**src/rtl/fetch_pkg.sv**
```systemverilog
// Shared encodings for the instruction-fetch unit: processor states and
// the next-PC source selector.
package fetch_pkg;

    typedef enum logic [1:0] {
        ST_RUN   = 2'b00,
        ST_HALT  = 2'b01,
        ST_WAIT  = 2'b10,
        ST_DEBUG = 2'b11
    } state_e;

    typedef enum logic [2:0] {
        SRC_INC  = 3'd0,
        SRC_BR   = 3'd1,
        SRC_JMP  = 3'd2,
        SRC_CALL = 3'd3,
        SRC_RET  = 3'd4
    } src_e;

    // The fetch unit may only move forward in the run state.
    function automatic logic is_run(input logic [1:0] st);
        return (st == ST_RUN);
    endfunction

endpackage

```
**src/rtl/ret_addr_stack.sv**
```systemverilog
// Circular return-address stack. When it is full, a push overwrites the
// oldest entry, because the write pointer wraps onto that entry.
module ret_addr_stack
    import fetch_pkg::*;
#(
    parameter int PC_W      = 16,
    parameter int RAS_DEPTH = 4
) (
    input  logic                         clk_i,
    input  logic                         rst_ni,
    input  logic                         push_i,
    input  logic                         pop_i,
    input  logic [PC_W-1:0]              data_i,
    output logic [PC_W-1:0]              top_o,
    output logic                         full_o,
    output logic                         empty_o,
    output logic [$clog2(RAS_DEPTH+1)-1:0] count_o
);

    localparam int PTR_W = $clog2(RAS_DEPTH);
    localparam int CNT_W = $clog2(RAS_DEPTH + 1);
    localparam logic [PTR_W-1:0] LAST_IDX = PTR_W'(RAS_DEPTH - 1);

    logic [PC_W-1:0]  mem_q [RAS_DEPTH];
    logic [PTR_W-1:0] wptr_q, wptr_d, top_idx_s;
    logic [CNT_W-1:0] cnt_q, cnt_d;

    assign full_o  = (cnt_q == CNT_W'(RAS_DEPTH));
    assign empty_o = (cnt_q == CNT_W'(0));
    assign count_o = cnt_q;
    assign top_o   = mem_q[top_idx_s];

    // Pointer and occupancy update; push takes precedence over pop.
    always_comb begin
        top_idx_s = (wptr_q == PTR_W'(0)) ? LAST_IDX : (wptr_q - PTR_W'(1));
        wptr_d    = wptr_q;
        cnt_d     = cnt_q;
        if (push_i) begin
            wptr_d = (wptr_q == LAST_IDX) ? PTR_W'(0) : (wptr_q + PTR_W'(1));
            if (full_o) begin
                cnt_d = cnt_q;
            end else begin
                cnt_d = cnt_q + CNT_W'(1);
            end
        end else if (pop_i && !empty_o) begin
            wptr_d = top_idx_s;
            cnt_d  = cnt_q - CNT_W'(1);
        end else begin
            wptr_d = wptr_q;
            cnt_d  = cnt_q;
        end
    end

    // Stack storage and pointers; reset discards every entry.
    always_ff @(posedge clk_i or negedge rst_ni) begin
        if (!rst_ni) begin
            wptr_q <= PTR_W'(0);
            cnt_q  <= CNT_W'(0);
            for (int i = 0; i < RAS_DEPTH; i++) begin
                mem_q[i] <= PC_W'(0);
            end
        end else begin
            wptr_q <= wptr_d;
            cnt_q  <= cnt_d;
            if (push_i) begin
                mem_q[wptr_q] <= data_i;
            end
        end
    end

endmodule

```
**src/rtl/instr_fetch_ras.sv**
```systemverilog
// Program-counter generator with branch/jump/call/return selection and a
// return-address stack carrying sticky overflow/underflow flags.
module instr_fetch_ras
    import fetch_pkg::*;
#(
    parameter int PC_W      = 16,
    parameter int DST_W     = 8,
    parameter int RAS_DEPTH = 4,
    parameter int RESET_PC  = 0
) (
    input  logic                           CLK,
    input  logic                           reset_n,
    input  logic [1:0]                     state_ctrl,
    input  logic                           stall,
    input  logic                           br_ctrl,
    input  logic                           jmp_ctrl,
    input  logic                           call_ctrl,
    input  logic                           ret_ctrl,
    input  logic                           rel_mode,
    input  logic                           accdata_in,
    input  logic [DST_W-1:0]               dst_in,
    output logic [PC_W-1:0]                instr_addr,
    output logic [$clog2(RAS_DEPTH+1)-1:0] ras_count,
    output logic                           ras_overflow,
    output logic                           ras_underflow
);

    logic [PC_W-1:0] pc_q, pc_d, pc_inc_s, target_s, ras_top_s;
    logic            ovf_q, ovf_d, unf_q, unf_d;
    logic            advance_s, taken_s, push_s, pop_s, ras_full_s, ras_empty_s;
    src_e            src_s;

    assign advance_s = is_run(state_ctrl) && !stall;
    // Identity compare so an unknown condition never counts as taken.
    assign taken_s   = br_ctrl && (accdata_in === 1'b1);
    assign pc_inc_s  = pc_q + PC_W'(1);

    // Branch target: page-absolute or signed offset from the incremented PC.
    always_comb begin
        if (rel_mode) begin
            target_s = pc_inc_s + {{(PC_W-DST_W){dst_in[DST_W-1]}}, dst_in};
        end else begin
            target_s = {pc_inc_s[PC_W-1:DST_W], dst_in};
        end
    end

    // Fixed-priority source select; losers have no side effects.
    always_comb begin
        src_s = SRC_INC;
        if (ret_ctrl) begin
            src_s = SRC_RET;
        end else if (call_ctrl) begin
            src_s = SRC_CALL;
        end else if (jmp_ctrl) begin
            src_s = SRC_JMP;
        end else if (taken_s) begin
            src_s = SRC_BR;
        end else begin
            src_s = SRC_INC;
        end
    end

    // Next PC, stack strobes and sticky flag updates.
    always_comb begin
        pc_d   = pc_q;
        ovf_d  = ovf_q;
        unf_d  = unf_q;
        push_s = 1'b0;
        pop_s  = 1'b0;
        if (advance_s) begin
            case (src_s)
                SRC_RET: begin
                    pop_s = !ras_empty_s;
                    pc_d  = ras_empty_s ? pc_inc_s : ras_top_s;
                    unf_d = unf_q | ras_empty_s;
                end
                SRC_CALL: begin
                    push_s = 1'b1;
                    pc_d   = target_s;
                    ovf_d  = ovf_q | ras_full_s;
                end
                SRC_JMP, SRC_BR: pc_d = target_s;
                SRC_INC:         pc_d = pc_inc_s;
                default:         pc_d = pc_inc_s;
            endcase
        end else begin
            pc_d = pc_q;
        end
    end

    // PC and flag registers.
    always_ff @(posedge CLK or negedge reset_n) begin
        if (!reset_n) begin
            pc_q  <= PC_W'(RESET_PC);
            ovf_q <= 1'b0;
            unf_q <= 1'b0;
        end else begin
            pc_q  <= pc_d;
            ovf_q <= ovf_d;
            unf_q <= unf_d;
        end
    end

    ret_addr_stack #(
        .PC_W      (PC_W),
        .RAS_DEPTH (RAS_DEPTH)
    ) u_ras (
        .clk_i   (CLK),
        .rst_ni  (reset_n),
        .push_i  (push_s),
        .pop_i   (pop_s),
        .data_i  (pc_inc_s),
        .top_o   (ras_top_s),
        .full_o  (ras_full_s),
        .empty_o (ras_empty_s),
        .count_o (ras_count)
    );

    assign instr_addr    = pc_q;
    assign ras_overflow  = ovf_q;
    assign ras_underflow = unf_q;

endmodule

```
**config.mk**
```make
export PLATFORM = sky130hd
export DESIGN_NAME = instr_fetch_ras
export DESIGN_NICKNAME = d
export VERILOG_FILES = /design/src/rtl/fetch_pkg.sv /design/src/rtl/ret_addr_stack.sv /design/src/rtl/instr_fetch_ras.sv
export SDC_FILE = /design/constraint.sdc
export NUM_CORES = 1
export LEC_CHECK = 0
export ABC_AREA = 1
export CAP_MARGIN = 20
export CORE_ASPECT_RATIO = 2
export CORE_UTILIZATION = 25
export CTS_CLUSTER_SIZE = 14
export DETAILED_ROUTE_END_ITERATION = 10
export HOLD_SLACK_MARGIN = 0.08
export SLEW_MARGIN = 10
export SYNTH_ARGS = -nofsm -noshare
export SYNTH_HDL_FRONTEND = slang
export SYNTH_SLANG_ARGS = --single-unit
```
**constraint.sdc**
```tcl
create_clock -name CLK -period 2.5 [get_ports CLK]
set_input_delay 0.375 -clock CLK [delete_from_list [all_inputs] [get_ports CLK]]
set_output_delay 0.375 -clock CLK [all_outputs]
set_load 0.02 [all_outputs]
```
==> metrics.md <==
| Metric | Value |
|---|---|
| Share of cells above drive strength 1 | 0.262 |
| Hold Crit Start | ras_overflow$_DFFE_PN0P_ |
| Clk sinks | between 80 and 90 |
| Data arrival time of the critical path | between 2000 and 3000 ps |
| #FFs+latches synth | 87 |
| Critical path class | reg2reg |
| CTS Buf Count | 9 |
| Req. time, crit path | between 2000 and 3000 ps |
| GRT Total Usage | 0.167 |
| Min Tclk post-route | 2480 ps |
| Residual DRC | 0 |
| Initial antenna violation count | 0 |
| Vias in the first global route | around 5600 |
| Post-synthesis sequential area ratio | 0.386 |
| DIE AREA | between 0.02 and 0.025 mm² |
| Register area | between 0.002 and 0.0025 mm² |
| Vias per inst | roughly 4.8 |
| Initial Util | 0.255 |
| Drt initial violations | about 330 |
| Die extent in x | 108 µm |
| Post-synth EDFFs | 0 |
| Pleak | approximately 0.0036 µW |
| Global-route wire length before repair | around 29 mm |
| Routed wire length | between 15 and 20 mm |
| Setup crit end kind | flip-flop |
| Worst r2r dst | instr_addr[14]$_DFFE_PN0P_ |
| Top-area cell type share of the netlist area | 0.386 |
| Leading area contributor after synthesis | dfrtp_1 |
| Slew Limit Fails | 0 |
| Multi-input gate area | 0.00341 mm² |
| # diodes | 0 |
| Int Pwr | roughly 5300 µW |
| Commonest non-fill, non-tap cells in the layout | 172 x nand2_1, 96 x o21ai_0, 84 x dfrtp_1, 81 x buf_4, 73 x inv_1 |
| Syn_area_per_cell | between 7 and 8 µm² |
| Largest net degree at the start of global routing | 41 |
| Total grt overflow | 0 |
| Total Nets Final | about 930 |
| Util after Layout | 0.351 |
| Gpl congestion | approximately 0.97 |
| Row count | 77 |
| Die H | about 210 µm |
| Area grow syn2layout | 37.3% |
| Hold Path Class | reg2reg |
| Endpoints failing hold | 0 |
| Peak supply drop | around 0.59 mV |
| Final Power | 9740 µW |
| Post-Syn Area | around 0.0056 mm² |
| Syn nets | just over 800 |
| Peak Freq | just over 0.4 GHz |
| Most common cell after layout, fill and taps aside | nand2_1 |
| Max Cap Violations | 0 |
| Filler cell count in the final layout | around 2300 |
| # setup viols final | 0 |
| Worst Hold End | ras_overflow$_DFFE_PN0P_ |
| Vias | around 5600 |
| Cell count after synthesis | about 770 |
| H-tree Lvls | 3 |
| Fin crit share | 0.993 |
| Top cells by area, synth | dfrtp_1 39%, nand2_1 13%, o21ai_0 9.1% |
| Routed len/inst | about 16 µm |
| Yosys warnings | 0 |
| TritonRoute pass-1 iters | 5 |
| Worst slew margin relative to its limit | 0.642 |
| Critical Path Source Type | flip-flop |
| Setup Skew | just under 5 ps |
| Worst flop-to-flop path startpoint | instr_addr[1]$_DFFE_PN0P_ |
| DPL Wire Length | ~14 mm |
| Switching part of the total power | 0.457 |
| Final ANT Viol Nets | 0 |
| Reg2Reg Depth | 17 |
| Seq pwr share | 0.247 |
| Hold path depth | 1 |
| RSZ-0062 raised after global routing | yes |
| I/O pin total | 40 |
| Core area | 0.0221 mm² |
| Switching power | around 4500 µW |
| CTS tree | done |
| Yosys cell types | between 40 and 50 |
| Synth Flop Type | dfrtp_1 |
| Clock power frac | 0.126 |
| CTS clock-pin slew for the worst setup and hold paths | about 60 ps |
| Port buffer count | 39 |
| Worst-Skew Late Latency | approximately 340 ps |
| Worst-Margin Slew | about 540 ps |
| Worst-path fanout max | 4 |
| Cell Pwr Density | between 1000 and 1500 mW/mm² |
| Setup_tns | 0 ps |
| Status | finished, final reports clean |
| Clock buffer depth | 2 |
| Comb power frac | 0.627 |
| Asr flop ratio synth | 1.00 |
| Root Driver | clkbuf_16 |
| Internal reg-to-reg setup slack | 20 ps |
registers in the layout (all words and copies together), names as in the netlist:
register	flops
u_ras.wptr_q	2
u_ras.mem_q	64
ras_underflow	1
ras_overflow	1
u_ras.count_o	3
instr_addr	16
cell families (layout without fill, tap and decap cells):
family | after synthesis | after routing | share of synthesized area
mux | 1 | 1 | 0.00200
compound gates | 189 | 189 | 0.189
simple gates | 342 | 342 | 0.264
fa+ha+maj | 26 | 26 | 0.0604
buf+inv | 120 | 240 | 0.0826
xor+xnor | 8 | 8 | 0.0151
flops | 87 | 87 | 0.386
how the worst max path moves through the flow:
stage | start | end | slack [ps] | cells after the start
6_report | instr_addr[1]$_DFFE_PN0P_ | instr_addr[14]$_DFFE_PN0P_ | 20 | 17
5_1_grt | instr_addr[1]$_DFFE_PN0P_ | instr_addr[10]$_DFFE_PN0P_ | -110 | 17
2_1_floorplan | instr_addr[0]$_DFFE_PN0P_ | instr_addr[7]$_DFFE_PN0P_ | 10 | 17
3_3_place_gp | dst_in[0] | instr_addr[10]$_DFFE_PN0P_ | -260 | 14
4_1_cts | instr_addr[1]$_DFFE_PN0P_ | instr_addr[8]$_DFFE_PN0P_ | 6 | 14
3_5_place_dp | dst_in[0] | instr_addr[10]$_DFFE_PN0P_ | -220 | 14
metal layers:
| layer | GRT usage | share of wire |
|---|---|---|
| met1 | 0.171 | 0.37 |
| met2 | 0.313 | 0.56 |
| met3 | 0.0161 | 0.022 |
| met4 | 0.101 | 0.050 |
| met5 | 0 | 0 |
power groups by stage:
stage,clock network (µW),logic [µW],registers [µW]
after floorplan,0,2850,2580
after global placement,0,5280,2390
after detailed placement,0,5320,2410
after CTS,1240,5530,2390
after global routing,1300,6690,2480
final,1230,6110,2410
synth_stat cells, types with 6 or more instances:
master / count
nand2_1: 196
o21ai_0: 103
inv_1: 88
dfrtp_1: 87
nor2_1: 63
nand3_1: 46
a21oi_1: 39
ha_1: 24
clkbuf_1: 20
o211ai_1: 10
nand2_2: 9
buf_2: 6
nor3_1: 6
o21ai_1: 6
o21bai_1: 6
worst max-delay path, cell delays in order, from the launching register on:
cell      delay [ps]
dfrtp_2          410
buf_6            120
nand2_4           50
nor2_4           140
nand2_4          120
o21bai_1         190
nand2_1          120
inv_2            110
ha_1             260
a21o_1           200
nand3_1           80
nand2_1           80
a21oi_2          150
nand2_1           70
nand2_1           60
nand3_1           60
nand2_1           90
a21oi_2           50
per-stage QoR:
stage | setup WS (ps) | cells | hold slack (ps) | instance area, µm²
global route | -110 | 1169 | 476 | 7740
floorplan | 11.6 | 773 | 79.4 | 5660
CTS | 6.13 | 1163 | 467 | 7370
finish | 16.3 | 1169 | 457 | 7740
detailed placement | -220 | 1145 | 371 | 6980
global placement | -258 | 1145 | 372 | 6980
layout make-up:
cell class | instances | share of cell area
clock inverters | 6 | 0.00501
inverters | 93 | 0.0458
repair buffers | 132 | 0.153
multi-input cells | 566 | 0.440
flip-flops and latches | 87 | 0.282
well taps | 276 | 0.0446
clock buffers | 9 | 0.0291
timing repair:
item | in CTS | in global routing
hold endpoints to repair | 33 | 0
pin swaps | 4 | 34
setup buffers | 2 | 6
hold buffers | 1 | 0
resized for setup | 29 | 78
setup endpoints to repair | 11 | 11
Power figures use the tool's default switching activity.
